### config.mk
export PLATFORM = sky130hd
export DESIGN_NAME = dmem_arbiter
export DESIGN_NICKNAME = d
export VERILOG_FILES = /design/src/rtl/dmem_arb_pkg.sv /design/src/rtl/rr_arbiter2.sv /design/src/rtl/dmem_arbiter.sv
export SDC_FILE = /design/constraint.sdc
export NUM_CORES = 1
export LEC_CHECK = 0
export CORE_AREA = 2 2 113 115
export CTS_CLUSTER_SIZE = 25
export DETAILED_ROUTE_END_ITERATION = 6
export DIE_AREA = 0 0 115 117
export SETUP_SLACK_MARGIN = 0.1
export SLEW_MARGIN = 20
export SYNTH_ARGS = -nofsm -noshare
export SYNTH_HDL_FRONTEND = slang
export SYNTH_SLANG_ARGS = --single-unit
### constraint.sdc
create_clock -name clk -period 2.5 [get_ports clk]
set_input_delay 0.75 -clock clk [delete_from_list [all_inputs] [get_ports clk]]
set_output_delay 0.75 -clock clk [all_outputs]
set_load 0.005 [all_outputs]
### src/rtl/dmem_arb_pkg.sv
// Shared types and helpers for the two-master data-memory arbiter.
package dmem_arb_pkg;

   typedef enum logic [1:0] {OWN_NONE, OWN_M0, OWN_M1} owner_t;

   localparam int unsigned NUM_MASTERS = 2;

   // Byte address is legal when it falls inside the DEPTH-word memory.
   function automatic logic addr_in_range(input logic [63:0] addr, input int unsigned depth);
      return addr < (64'(depth) << 2);
   endfunction

endpackage

### src/rtl/rr_arbiter2.sv
// Two-way round-robin arbiter with a cap on consecutive grants to one master.
module rr_arbiter2
   import dmem_arb_pkg::*;
#(
   parameter int unsigned MAX_HOLD = 8
) (
   input  logic                   clk,
   input  logic                   resetn,
   input  logic [NUM_MASTERS-1:0] req,
   output logic [NUM_MASTERS-1:0] gnt
);

   logic       ptr_q;
   logic       last_q;
   logic [7:0] hold_q;
   logic       win;

   always_comb begin
      win = req[1];
      if (req == 2'b11) begin
         win = ptr_q;
         if ((last_q == ptr_q) && (hold_q >= 8'(MAX_HOLD)))
            win = ~ptr_q;
      end
      gnt = '0;
      if (resetn && (req != '0))
         gnt = win ? 2'b10 : 2'b01;
   end

   always_ff @(posedge clk or negedge resetn) begin
      if (!resetn) begin
         ptr_q  <= 1'b0;
         last_q <= 1'b0;
         hold_q <= '0;
      end else if (gnt != '0) begin
         ptr_q  <= ~win;
         last_q <= win;
         // Counting up from 0 after an idle cycle naturally yields 1.
         if (win == last_q)
            hold_q <= (hold_q == 8'hFF) ? hold_q : hold_q + 8'd1;
         else
            hold_q <= 8'd1;
      end else begin
         hold_q <= '0;
      end
   end

endmodule

### src/rtl/dmem_arbiter.sv
// Shares one data-memory port between the CPU (m0) and a debug/loader master (m1),
// with range checking and registered routing of read responses.
module dmem_arbiter
   import dmem_arb_pkg::*;
#(
   parameter int unsigned ADDR_W   = 32,
   parameter int unsigned DEPTH    = 1024,
   parameter int unsigned MAX_HOLD = 8,
   localparam int unsigned MEM_AW  = $clog2(DEPTH)
) (
   input  logic              clk,
   input  logic              resetn,
   input  logic              m0_valid,
   input  logic [3:0]        m0_wmask,
   input  logic [ADDR_W-1:0] m0_addr,
   input  logic [31:0]       m0_wdata,
   output logic              m0_ready,
   output logic              m0_rvalid,
   output logic [31:0]       m0_rdata,
   output logic              m0_err,
   input  logic              m1_valid,
   input  logic [3:0]        m1_wmask,
   input  logic [ADDR_W-1:0] m1_addr,
   input  logic [31:0]       m1_wdata,
   output logic              m1_ready,
   output logic              m1_rvalid,
   output logic [31:0]       m1_rdata,
   output logic              m1_err,
   output logic              mem_en,
   output logic [3:0]        mem_wmask,
   output logic [MEM_AW-1:0] mem_addr,
   output logic [31:0]       mem_wdata,
   input  logic [31:0]       mem_rdata
);

   logic [NUM_MASTERS-1:0] gnt;
   logic                   sel;
   logic                   any_gnt;
   logic [3:0]             r_wmask;
   logic [ADDR_W-1:0]      r_addr;
   logic [31:0]            r_wdata;
   logic                   r_ok;
   logic                   rd_acc;
   logic                   wr_err;
   owner_t                 owner_q;
   logic [1:0]             rvalid_q;
   logic [1:0]             rerr_q;

   rr_arbiter2 #(.MAX_HOLD(MAX_HOLD)) u_arb (
      .clk    (clk),
      .resetn (resetn),
      .req    ({m1_valid, m0_valid}),
      .gnt    (gnt)
   );

   always_comb begin
      sel       = gnt[1];
      any_gnt   = |gnt;
      r_wmask   = sel ? m1_wmask : m0_wmask;
      r_addr    = sel ? m1_addr  : m0_addr;
      r_wdata   = sel ? m1_wdata : m0_wdata;
      r_ok      = addr_in_range(64'(r_addr), DEPTH);
      mem_en    = any_gnt & r_ok;
      mem_wmask = mem_en ? r_wmask : '0;
      mem_addr  = mem_en ? r_addr[MEM_AW+1:2] : '0;
      mem_wdata = mem_en ? r_wdata : '0;
      rd_acc    = any_gnt && (r_wmask == 4'b0000);
      wr_err    = any_gnt && (r_wmask != 4'b0000) && !r_ok;
   end

   assign m0_ready  = gnt[0];
   assign m1_ready  = gnt[1];
   assign m0_rvalid = rvalid_q[0];
   assign m1_rvalid = rvalid_q[1];
   // Read errors arrive with rvalid; write errors are flagged with ready.
   assign m0_err    = rerr_q[0] | (wr_err & ~sel);
   assign m1_err    = rerr_q[1] | (wr_err & sel);
   assign m0_rdata  = ((owner_q == OWN_M0) && !rerr_q[0]) ? mem_rdata : '0;
   assign m1_rdata  = ((owner_q == OWN_M1) && !rerr_q[1]) ? mem_rdata : '0;

   always_ff @(posedge clk or negedge resetn) begin
      if (!resetn) begin
         owner_q  <= OWN_NONE;
         rvalid_q <= '0;
         rerr_q   <= '0;
      end else begin
         owner_q  <= OWN_NONE;
         rvalid_q <= '0;
         rerr_q   <= '0;
         if (rd_acc) begin
            owner_q  <= sel ? OWN_M1 : OWN_M0;
            rvalid_q <= sel ? 2'b10 : 2'b01;
            rerr_q   <= r_ok ? 2'b00 : (sel ? 2'b10 : 2'b01);
         end
      end
   end

endmodule
==> run_results.csv <==
group,metric,value,unit
status,status,"complete, but fails checks",
status,violations,"negative setup slack",
sta,period_share,115.6,%
floorplan,core-area,12310,um2
placement,pre_cts_ws,-1.144,ns
route,totalWireLength,14010,um
clocking,cts_buffers,3,
clocking,clockBufferDepth,2,
setup_path,r2r_end,"rerr_q[0]",
synthesis,ys_ff_latch,14,
synthesis,yosys.area.top_type,"nand3_1",
sta,fin_worst_skew,0.002426,ns
global_routing,grt_util_met3,2.884,%
setup_path,regToRegSetupSlack,0.62,ns
floorplan,fp.dieW,115,um
global_routing,use_met1,19.97,%
power_and_ir_drop,pwr-share-seq,21.7,%
sta,tns,-16.91,ns
setup_path,cp_slowest_cell,"nor4_2",
clocking,cts-hold-fix-buffers,0,
sta,tightest_slew,0.3144,ns
global_routing,grt-ovfl-total,0,
sta,slew_viol_final,0,
clocking,cts-root-buf,"clkbuf_16",
synthesis,async_flop_share,100.0,%
synthesis,synth_fp_nets,514,
clocking,path_clk_slew,0.05,ns
global_routing,grt_max_degree,29,
sta,min_period,2.890,ns
synthesis,synthCells,340,
setup_path,path_class,"in -> out",
synthesis,ys_types,40,
global_routing,grt_pass1_vias,4047,
global_routing,grt_pass1_wl,20480,um
sta,rsz0062_at_grt,"true",
setup_path,worst-r2r-cell-count,8,
setup_path,critical_path.cell_chain,"buf_2 -> nor4_2 -> nand2_1 -> nor2_4 -> buf_12 -> buf_12 -> buf_16 -> nand3_2 -> a21oi_2 -> buf_2",
global_routing,busiest_layer,"met2",
clocking,clock-sinks,14,
route,viasPerCell,4.731,
sta,max_freq,346.0,MHz
setup_path,cp_max_fo,10,
power_and_ir_drop,p_int,0.8161,mW
placement,io_buffer_count,284,
route,wl_per_cell,16.80,um
placement,dp_cells,786,
hold_path,hp-class,"in -> async",
power_and_ir_drop,switchingPower,0.3219,mW
setup_path,required,1.75,ns
sta,hold_viol_final,0,
layout,num-nets-final,858,
synthesis,synth_ff_type,"dfrtp_1",
synthesis,yosysTopAreaCellShare,19.31,%
synthesis,synth_area_leaders,"nand3_1 19%, and2_1 18%, dfrtp_1 16%",
synthesis,synth_most_common_cell,"nand3_1",
power_and_ir_drop,p_clk_share,30.1,%
route,dr.pass1.iters,6,
placement,hpwl,10400,um
run,maxCapViolations,0,
setup_path,startpoint_type,"input port",
global_routing,grt.total_usage,19.17,%
power_and_ir_drop,p_comb_share,48.2,%
synthesis,synth_edf_count,0,
floorplan,dieArea,13460,um2
synthesis,ys_seq_area_share,15.54,%
sta,max-slew-margin-rel,78.96,%
placement,globalplace.congestion,0.7433,
route,vias,3946,
power_and_ir_drop,p_leak,2.803,nW
setup_path,r2r_start,"u_arb.hold_q[7]",
floorplan,start_util,18.31,%
floorplan,die_h,117,um
setup_path,slowest_delay,0.26,ns
route,antenna_left,0,
clocking,cts_tree,"built",
sta,fin_ws,-0.3900,ns
layout,area_growth,191.4,%
sta,finalSetupViolations,50,
route,drt_first_iter_violations,97,
floorplan,pin_count,289,
synthesis,ys_warn_count,0,
setup_path,crit_path_end_kind,"output pin",
setup_path,critPathArrivalTime,2.14,ns
layout,drive_gt1_share,44.80,%
layout,final_cells,834,
power_and_ir_drop,irDropWorstVdd,0.1921,mV
floorplan,num_rows,41,
power_and_ir_drop,power_density,173.2,nW/um2
synthesis,avgSynthCellArea,6.631,um2
global_routing,grtUsageMet2,39.45,%
synthesis,syn_area,2255,um2
clocking,clock_latency,0.25,ns
power_and_ir_drop,switching_share,28.29,%
global_routing,antenna_found_initial,1,
clocking,h-tree-depth,1,
route,route.detailed.drc,0,
synthesis,synth_commonest_cells,"87 x nand3_1, 64 x and2_1, 40 x a21oi_1",
[power by group through the flow]
stage | logic, mW | registers (mW) | clock network (mW)
floorplan | 0.111 | 0.248 | 0
CTS | 0.521 | 0.246 | 0.344
global placement | 0.474 | 0.248 | 0
finish | 0.548 | 0.247 | 0.343
global route | 0.583 | 0.248 | 0.359
detailed placement | 0.481 | 0.248 | 0
[flip-flops by register name (all words and copies together), names as in the netlist]
register and count:
u_arb.ptr_q 1, u_arb.last_q 1, rvalid_q 2, u_arb.hold_q 8, rerr_q 2
[placed cells by master (no fill, tap or decap), types with 4 or more instances in the layout]
| master | n |
|---|---|
| clkdlybuf4s50_1 | 114 |
| dlygate4sd2_1 | 75 |
| buf_2 | 66 |
| and2_1 | 62 |
| nand3_2 | 50 |
| buf_4 | 43 |
| a21oi_2 | 39 |
| nand3_1 | 37 |
| buf_6 | 30 |
| buf_12 | 15 |
| dfrtp_1 | 13 |
| a21oi_1 | 11 |
| clkdlybuf4s15_1 | 11 |
| nand2_1 | 10 |
| nand3_4 | 10 |
| buf_16 | 10 |
| nor2_1 | 9 |
| nor4_4 | 6 |
| inv_1 | 5 |
| nor4_2 | 4 |
| nor3_1 | 4 |
[stage by stage]
step           util [%]  instance area (um2)  total power, mW  hold WS [ns]
5_1_grt           53.36                 6570            1.189        0.6328
6_report          53.36                 6570            1.138        0.5998
3_3_place_gp      46.37                 5709           0.7217        0.5846
2_1_floorplan         -                 2429           0.3586        0.4544
4_1_cts           51.47                 6337            1.111        0.6068
3_5_place_dp      46.37                 5709           0.7294        0.5964
[layer usage]
layer  vias to the layer above  wire length (um)
met5                         -                 0
met4                         0               261
met3                        19              1000
met2                       196              7997
met1                      1831              4755
li1                       1900                 -
[critical path, delay by kind of cell]
kind                   cells  cell delay (ns)
buffers and inverters      5             0.60
AND/OR/NAND/NOR            4             0.64
AO/OA/AOI/OAI              1             0.14
[timing repair]
action	4_1_cts	5_1_grt
endpoints found under the setup margin	115	54
hold endpoints to repair	0	0
pin swaps	87	47
gates resized for setup	521	49
setup buffers	27	6
gates cloned	12	0
[worst max-delay path by stage]
stage | startpoint | to | slack (ns)
3_5_place_dp | m0_addr[28] | mem_wdata[23] | -1.14
5_1_grt | u_arb.hold_q[7] | mem_wdata[7] | -0.48
6_report | m1_addr[25] | mem_addr[6] | -0.39
3_3_place_gp | m0_addr[28] | mem_wdata[9] | -1.12
2_1_floorplan | m1_addr[24] | mem_wdata[25] | 0.005
4_1_cts | m1_addr[12] | mem_wdata[21] | -0.41
[cell type report]
type	count	area (um2)
multi-input combinational	287	2362
sequential	14	351.6
antenna	1	2.502
tap	150	187.7
clock buffer	4	88.84
inverter	7	31.28
fill	1161	5742
timing repair buffer	371	3546
[kinds of logic after synthesis]
family	after synthesis	share of synthesized area, %
buffers and inverters	39	9.656
adder cells (fa/ha/maj)	2	1.110
multiplexers	1	0.4440
AND/OR/NAND/NOR	218	55.55
XOR/XNOR	3	1.166
flip-flops	14	15.54
AO/OA/AOI/OAI	63	16.54
No activity file was read; power rests on OpenSTA's default activity.
